$ cat config.mk
export PLATFORM = sky130hd
export DESIGN_NAME = servo_slew_ramp
export DESIGN_NICKNAME = d
export VERILOG_FILES = /design/src/rtl/servo_slew_ramp_pkg.sv /design/src/rtl/servo_slew_ramp_step_timer.sv /design/src/rtl/servo_slew_ramp.sv
export SDC_FILE = /design/constraint.sdc
export NUM_CORES = 1
export LEC_CHECK = 0
export BUFFER_PORTS_ARGS = -buffer_cell sky130_fd_sc_hd__buf_2
export CAP_MARGIN = 20
export CORE_MARGIN = 2
export CORE_UTILIZATION = 55
export CTS_CLUSTER_DIAMETER = 50
export DETAILED_ROUTE_END_ITERATION = 16
export PLACE_DENSITY = 0.76
export SYNTH_ARGS = -nofsm -noshare
export SYNTH_HDL_FRONTEND = slang
export SYNTH_HIERARCHICAL = 1
export SYNTH_SLANG_ARGS = --single-unit
$ cat constraint.sdc
create_clock -name clk -period 5 [get_ports clk]
set_input_delay 1.25 -clock clk [delete_from_list [all_inputs] [get_ports clk]]
set_output_delay 1.25 -clock clk [all_outputs]
set_load 0.05 [all_outputs]
$ cat src/rtl/servo_slew_ramp_pkg.sv
// Shared servo definitions: default position width, centre position and ramp FSM states.
// Used by servo_slew_ramp, its step timer and servo_controller.
package servo_pkg;

  localparam int POS_W_DEF     = 8;
  localparam int RESET_POS_DEF = 128;

  typedef enum logic [0:0] {
    ST_IDLE = 1'b0,
    ST_MOVE = 1'b1
  } state_t;

endpackage

$ cat src/rtl/servo_slew_ramp_step_timer.sv
// Step timer for servo_slew_ramp: counts enabled cycles and emits a one-cycle tick
// when the count reaches div-1 (div of 0 behaves as 1), then wraps to zero.
module step_timer
  import servo_pkg::*;
#(
  parameter int DIV_W = 16
) (
  input  logic             clk,
  input  logic             rst,
  input  logic             clr,
  input  logic             en,
  input  logic [DIV_W-1:0] div,
  output logic             tick
);

  localparam logic [DIV_W-1:0] CNT_ZERO = {DIV_W{1'b0}};
  localparam logic [DIV_W-1:0] CNT_ONE  = {{(DIV_W-1){1'b0}}, 1'b1};

  logic [DIV_W-1:0] count_q;
  logic [DIV_W-1:0] count_d;
  logic [DIV_W-1:0] last_s;

  always_comb begin
    last_s = (div == CNT_ZERO) ? CNT_ZERO : (div - CNT_ONE);
    tick   = en && (count_q == last_s);
    if (clr) begin
      count_d = CNT_ZERO;
    end else if (tick) begin
      count_d = CNT_ZERO;
    end else if (en) begin
      count_d = count_q + CNT_ONE;
    end else begin
      count_d = count_q;
    end
  end

  always_ff @(posedge clk or posedge rst) begin
    if (rst) begin
      count_q <= CNT_ZERO;
    end else begin
      count_q <= count_d;
    end
  end

endmodule

$ cat src/rtl/servo_slew_ramp.sv
// Slew-rate-limited servo position generator: ramps position 1 LSB per rate period toward
// an accepted target. Optional target clamping to [MIN_POS, MAX_POS] via SERVO_RAMP_LIMIT_EN.
module servo_slew_ramp
  import servo_pkg::*;
#(
  parameter int POS_W     = POS_W_DEF,
  parameter int DIV_W     = 16,
  parameter int RESET_POS = RESET_POS_DEF,
  parameter int MIN_POS   = 16,
  parameter int MAX_POS   = 240
) (
  input  logic             clk,
  input  logic             rst,
  input  logic             target_valid,
  output logic             target_ready,
  input  logic [POS_W-1:0] target,
  input  logic [DIV_W-1:0] rate_div,
  input  logic             stop,
  output logic [POS_W-1:0] position,
  output logic             moving,
  output logic             done
);

`ifdef SERVO_RAMP_LIMIT_EN
  localparam bit LIMIT_EN = 1'b1;
`else
  localparam bit LIMIT_EN = 1'b0;
`endif

  localparam logic [POS_W-1:0] POS_RST = POS_W'(RESET_POS);
  localparam logic [POS_W-1:0] POS_MIN = POS_W'(MIN_POS);
  localparam logic [POS_W-1:0] POS_MAX = POS_W'(MAX_POS);
  localparam logic [POS_W-1:0] POS_ONE = {{(POS_W-1){1'b0}}, 1'b1};

  function automatic logic [POS_W-1:0] clamp_pos(input logic [POS_W-1:0] t);
    logic [POS_W-1:0] r;
    if (LIMIT_EN && (t < POS_MIN)) begin
      r = POS_MIN;
    end else if (LIMIT_EN && (t > POS_MAX)) begin
      r = POS_MAX;
    end else begin
      r = t;
    end
    return r;
  endfunction

  state_t           state_q, state_d;
  logic [POS_W-1:0] position_q, position_d;
  logic [POS_W-1:0] target_q, target_d;
  logic [DIV_W-1:0] div_q, div_d;
  logic             up_q, up_d;
  logic             done_q, done_d;

  logic             accept_s;
  logic             tmr_clr_s;
  logic             tmr_en_s;
  logic             tick_s;
  logic [POS_W-1:0] clamped_s;
  logic [POS_W-1:0] step_s;

  step_timer #(.DIV_W(DIV_W)) u_step_timer (
    .clk  (clk),
    .rst  (rst),
    .clr  (tmr_clr_s),
    .en   (tmr_en_s),
    .div  (div_q),
    .tick (tick_s)
  );

  // stop overrides everything, including a same-cycle target offer
  assign target_ready = (state_q == ST_IDLE) && !stop;
  assign moving       = (state_q == ST_MOVE);
  assign position     = position_q;
  assign done         = done_q;

  always_comb begin
    state_d    = state_q;
    position_d = position_q;
    target_d   = target_q;
    div_d      = div_q;
    up_d       = up_q;
    done_d     = 1'b0;
    tmr_clr_s  = 1'b0;
    tmr_en_s   = 1'b0;
    accept_s   = target_valid && target_ready;
    clamped_s  = clamp_pos(target);
    step_s     = up_q ? (position_q + POS_ONE) : (position_q - POS_ONE);

    if (stop) begin
      state_d   = ST_IDLE;
      tmr_clr_s = 1'b1;
    end else begin
      case (state_q)
        ST_IDLE: begin
          if (accept_s) begin
            target_d  = clamped_s;
            div_d     = rate_div;
            up_d      = (clamped_s > position_q);
            tmr_clr_s = 1'b1;
            if (clamped_s != position_q) begin
              state_d = ST_MOVE;
            end else begin
              done_d  = 1'b1;
            end
          end else begin
            state_d = ST_IDLE;
          end
        end
        ST_MOVE: begin
          tmr_en_s = 1'b1;
          // the step that lands on the target ends the move and arms done
          if (tick_s) begin
            position_d = step_s;
            if (step_s == target_q) begin
              state_d = ST_IDLE;
              done_d  = 1'b1;
            end else begin
              state_d = ST_MOVE;
            end
          end else begin
            position_d = position_q;
          end
        end
        default: begin
          state_d = ST_IDLE;
        end
      endcase
    end
  end

  always_ff @(posedge clk or posedge rst) begin
    if (rst) begin
      state_q    <= ST_IDLE;
      position_q <= POS_RST;
      target_q   <= POS_RST;
      div_q      <= {DIV_W{1'b0}};
      up_q       <= 1'b0;
      done_q     <= 1'b0;
    end else begin
      state_q    <= state_d;
      position_q <= position_d;
      target_q   <= target_d;
      div_q      <= div_d;
      up_q       <= up_d;
      done_q     <= done_d;
    end
  end

endmodule

==> impl_metrics.yaml <==
run_status:
  status: "finished, final reports clean"
logic_synthesis:
  synth_area_per_cell_um2: 9.62
  synth-adder-area-share_pct: 6.18
  synth_compound_area_share_pct: 12.7
  synthFlopType: "dfrtp_1"
  synth_mux_area_share_pct: 8.78
  seq_area_frac_synth_pct: 35.9
  synth-async-reset-ratio_pct: 100
  synth_xor_area_share_pct: 9.59
  synthesis.area_um2: 3560
  yosys_warnings: 6
  synth_fp_nets: 415
  synth_top_family_by_area: "simple AND/OR/NAND/NOR gates"
  synthCells: 370
  synth-simple-area-share_pct: 22.2
  synth_edf_count: 0
  synth.distinct_cells: 63
  synth-seq-cells: 51
layout:
  final_cells: 481
  drive_above_1_share_pct: 27.7
  syn_to_final_growth_pct: 9.59
  nets: 448
  final_area_um2: 3900
  num_antenna_cells: 0
placed_design:
  portBuffers: 38
  place_area_um2: 3790
  hpwl_um: 6080
  dp.cells: 473
  gp_congestion: 0.897
clock_tree:
  postCtsHoldBufs: 0
  clock_path_buffers: 2
  cts_max_level: 2
  ctsResizeCount: 0
  cts_sinks: 51
  clkLatencyLatePin_ns: 0.32
  cts.reportedPaths.clkPinSlew_ns: 0.10
  cts_setup_buffers: 0
  clock-root-buffer: "clkbuf_8"
  cts_tree: "built"
  numCtsBuffers: 5
worst_setup_path:
  cp_slowest_cell: "or4_4"
  ff2ff_path_depth: 10
  start_kind: "register"
  rrSetupSlack_ns: 0.87
  reg2reg_to: "moving$_DFF_PP0_"
  path_cells: "or3_4 > or4_4 > or2_1 > nor4_2 > a31oi_1 > or4_4 > nor2_1 > nand4_1 > or4_4 > o41a_1"
  slowest_delay_ns: 0.59
  cp-startpoint: "div_q[6]$_DFFE_PP0P_"
  cp.required_ns: 5.21
  cp_top_family: "simple AND/OR/NAND/NOR gates"
  cp.arrival_ns: 4.34
  path_class: "reg2reg"
  reg2reg_from: "div_q[6]$_DFFE_PP0P_"
  cp-end-kind: "register"
  crit_top_cell: "or4_4"
  crit_fanout: 11
  crit_buf_inv: 0
timing:
  hold_viol_final: 0
  post-route-period-util_pct: 82.6
  period_minus_slack_ns: 4.13
  setup_violations: 0
  tightestPinTransition_ns: 0.620
  fin_skew_ns: 0.0158
  maxSlewHeadroom_pct: 58.7
  finalSetupTns_ns: 0
  finalMaxSlewViolations: 0
  fmaxAchievable_mhz: 242
  rsz0062_at_grt: "false"
grt:
  gr-usage-all-layers_pct: 23.3
  first_global_vias: 2773
  grt_max_degree: 36
  overflow: 0
  antenna_found_initial: 0
  grt_pass1_wl_um: 13400
route:
  wl_um: 8030
  drcViolationCount: 0
  vias: 2840
  drt_iter0_drc: 113
  wl_per_cell_um: 16.7
  routed_via_density: 5.90
  final_antenna_net_count: 0
  drtPass1Iterations: 4
power:
  peakVddDrop_mv: 0.206
  p_leak_nw: 1.65
  power_density_nw_per_um2: 280
worst_hold_path:
  hold_start: "target_q[3]$_DFFE_PP0P_"
  hold_class: "reg2reg"
  min_path_cells: 1
  whs_endpoint: "target_q[3]$_DFFE_PP0P_"
floorplan:
  dieArea_um2: 7130
  die_h_um: 84.5
  pin_count: 39
  start_util_pct: 56.4
  coreArea_um2: 6310
  rows: 29
  die_x_um: 84.5
run:
  drv_cap: 0
-- report_power, final --
group	switching (W)	total (W)	internal, W
Combinational	0.000155	0.000283	0.000128
Clock	0.000146	0.000296	0.000150
Sequential	0.0000569	0.000513	0.000456
Total	0.000358	0.00109	0.000734
-- kinds of logic (layout without fill, tap and decap cells) --
kind of cell,after synthesis,after routing
and+or+nand+nor,136,136
AOI/OAI and AO/OA,62,62
DFF,51,51
xor gates and xnor gates,39,39
buffers and inverters,37,71
muxes,28,28
adders and majority gates,17,17
-- per-stage QoR --
stage / worst slack [ns] / utilization [%] / power, W / hold WS [ns]
after floorplan: 1.32 / - / 0.000724 / 0.501
after global placement: 1.05 / 60.1 / 0.000793 / 0.511
after detailed placement: 0.956 / 60.1 / 0.000799 / 0.516
after CTS: 0.937 / 61.8 / 0.00109 / 0.540
after global routing: 0.742 / 61.8 / 0.00115 / 0.566
final: 0.872 / 61.8 / 0.00109 / 0.536
-- metal layers --
| metal | wire (um) | vias to the layer above | GRT usage (%) |
|---|---|---|---|
| li1 | - | 1379 | - |
| met1 | 3640 | 1370 | 30.3 |
| met2 | 3940 | 86 | 41.6 |
| met3 | 401 | 5 | 4.03 |
| met4 | 46 | 0 | 3.90 |
| met5 | 0 | - | 0 |
-- worst reg2reg max path, stage by stage, from the launching register on --
cell	delay (ns)
dfrtp_1	0.49
or3_4	0.45
or4_4	0.56
or2_1	0.39
nor4_2	0.21
a31oi_1	0.08
or4_4	0.59
nor2_1	0.22
nand4_1	0.10
or4_4	0.56
o41a_1	0.38
-- area by class of cell --
cell class              instances  area, um^2
repair buffers                 41         213
well taps                      77        96.3
multi-input cells             282        2120
clock buffers                   6        72.6
inverters                      22        82.6
clock inverters                 2        37.5
fillers                       560        2410
flip-flops and latches         51        1280
-- placed cells by master, fill, tap and decap left out, drive strengths merged, types with 3 or more instances in the layout --
| master | Yosys | layout |
|---|---|---|
| nand3 | 10 | 10 |
| o21ai | 16 | 16 |
| and3 | 3 | 3 |
| o211ai | 3 | 3 |
| a211oi | 6 | 6 |
| nor3 | 6 | 6 |
| or4 | 6 | 6 |
| nand2 | 27 | 27 |
| mux2 | 26 | 26 |
| o31ai | 5 | 5 |
| a21oi | 12 | 12 |
| clkbuf | 12 | 6 |
| xor2 | 21 | 21 |
| nor2 | 34 | 34 |
| or2 | 7 | 7 |
| buf | 3 | 41 |
| nor2b | 3 | 3 |
| a31oi | 3 | 3 |
| or3 | 8 | 8 |
| nor4 | 7 | 7 |
| dfrtp | 49 | 49 |
| nand4 | 12 | 12 |
| inv | 22 | 22 |
| nand2b | 3 | 3 |
| nor3b | 4 | 4 |
| xnor2 | 18 | 18 |
| ha | 16 | 16 |
-- Yosys cell counts (all sizes together), types with 7 or more instances --
master	instances	area, um^2
or3	8	57.6
nor2	34	150
ha	16	200
o21ai	16	91.3
nor4	7	71.3
xor2	21	184
inv	22	82.6
or2	7	43.8
nand3	10	50.1
nand2	27	109
mux2	26	293
dfrtp	49	1230
clkbuf	12	45.0
a21oi	12	67.6
nand4	12	81.3
xnor2	18	158
-- worst max path at each step --
stage | end | slack [ns] | depth (start not counted)
final | moving$_DFF_PP0_ | 0.87 | 10
after global routing | moving$_DFF_PP0_ | 0.74 | 10
after CTS | moving$_DFF_PP0_ | 0.94 | 10
after detailed placement | moving$_DFF_PP0_ | 0.96 | 10
after global placement | moving$_DFF_PP0_ | 1.05 | 12
after floorplan | moving$_DFF_PP0_ | 1.32 | 10
-- registers in the layout (all words and copies together) (netlist names) --
signal,flops
div_q,16
done,1
up_q,1
moving,1
target_q,8
u_step_timer/count_q,16
position,8
(Power assumes the default switching activity.)
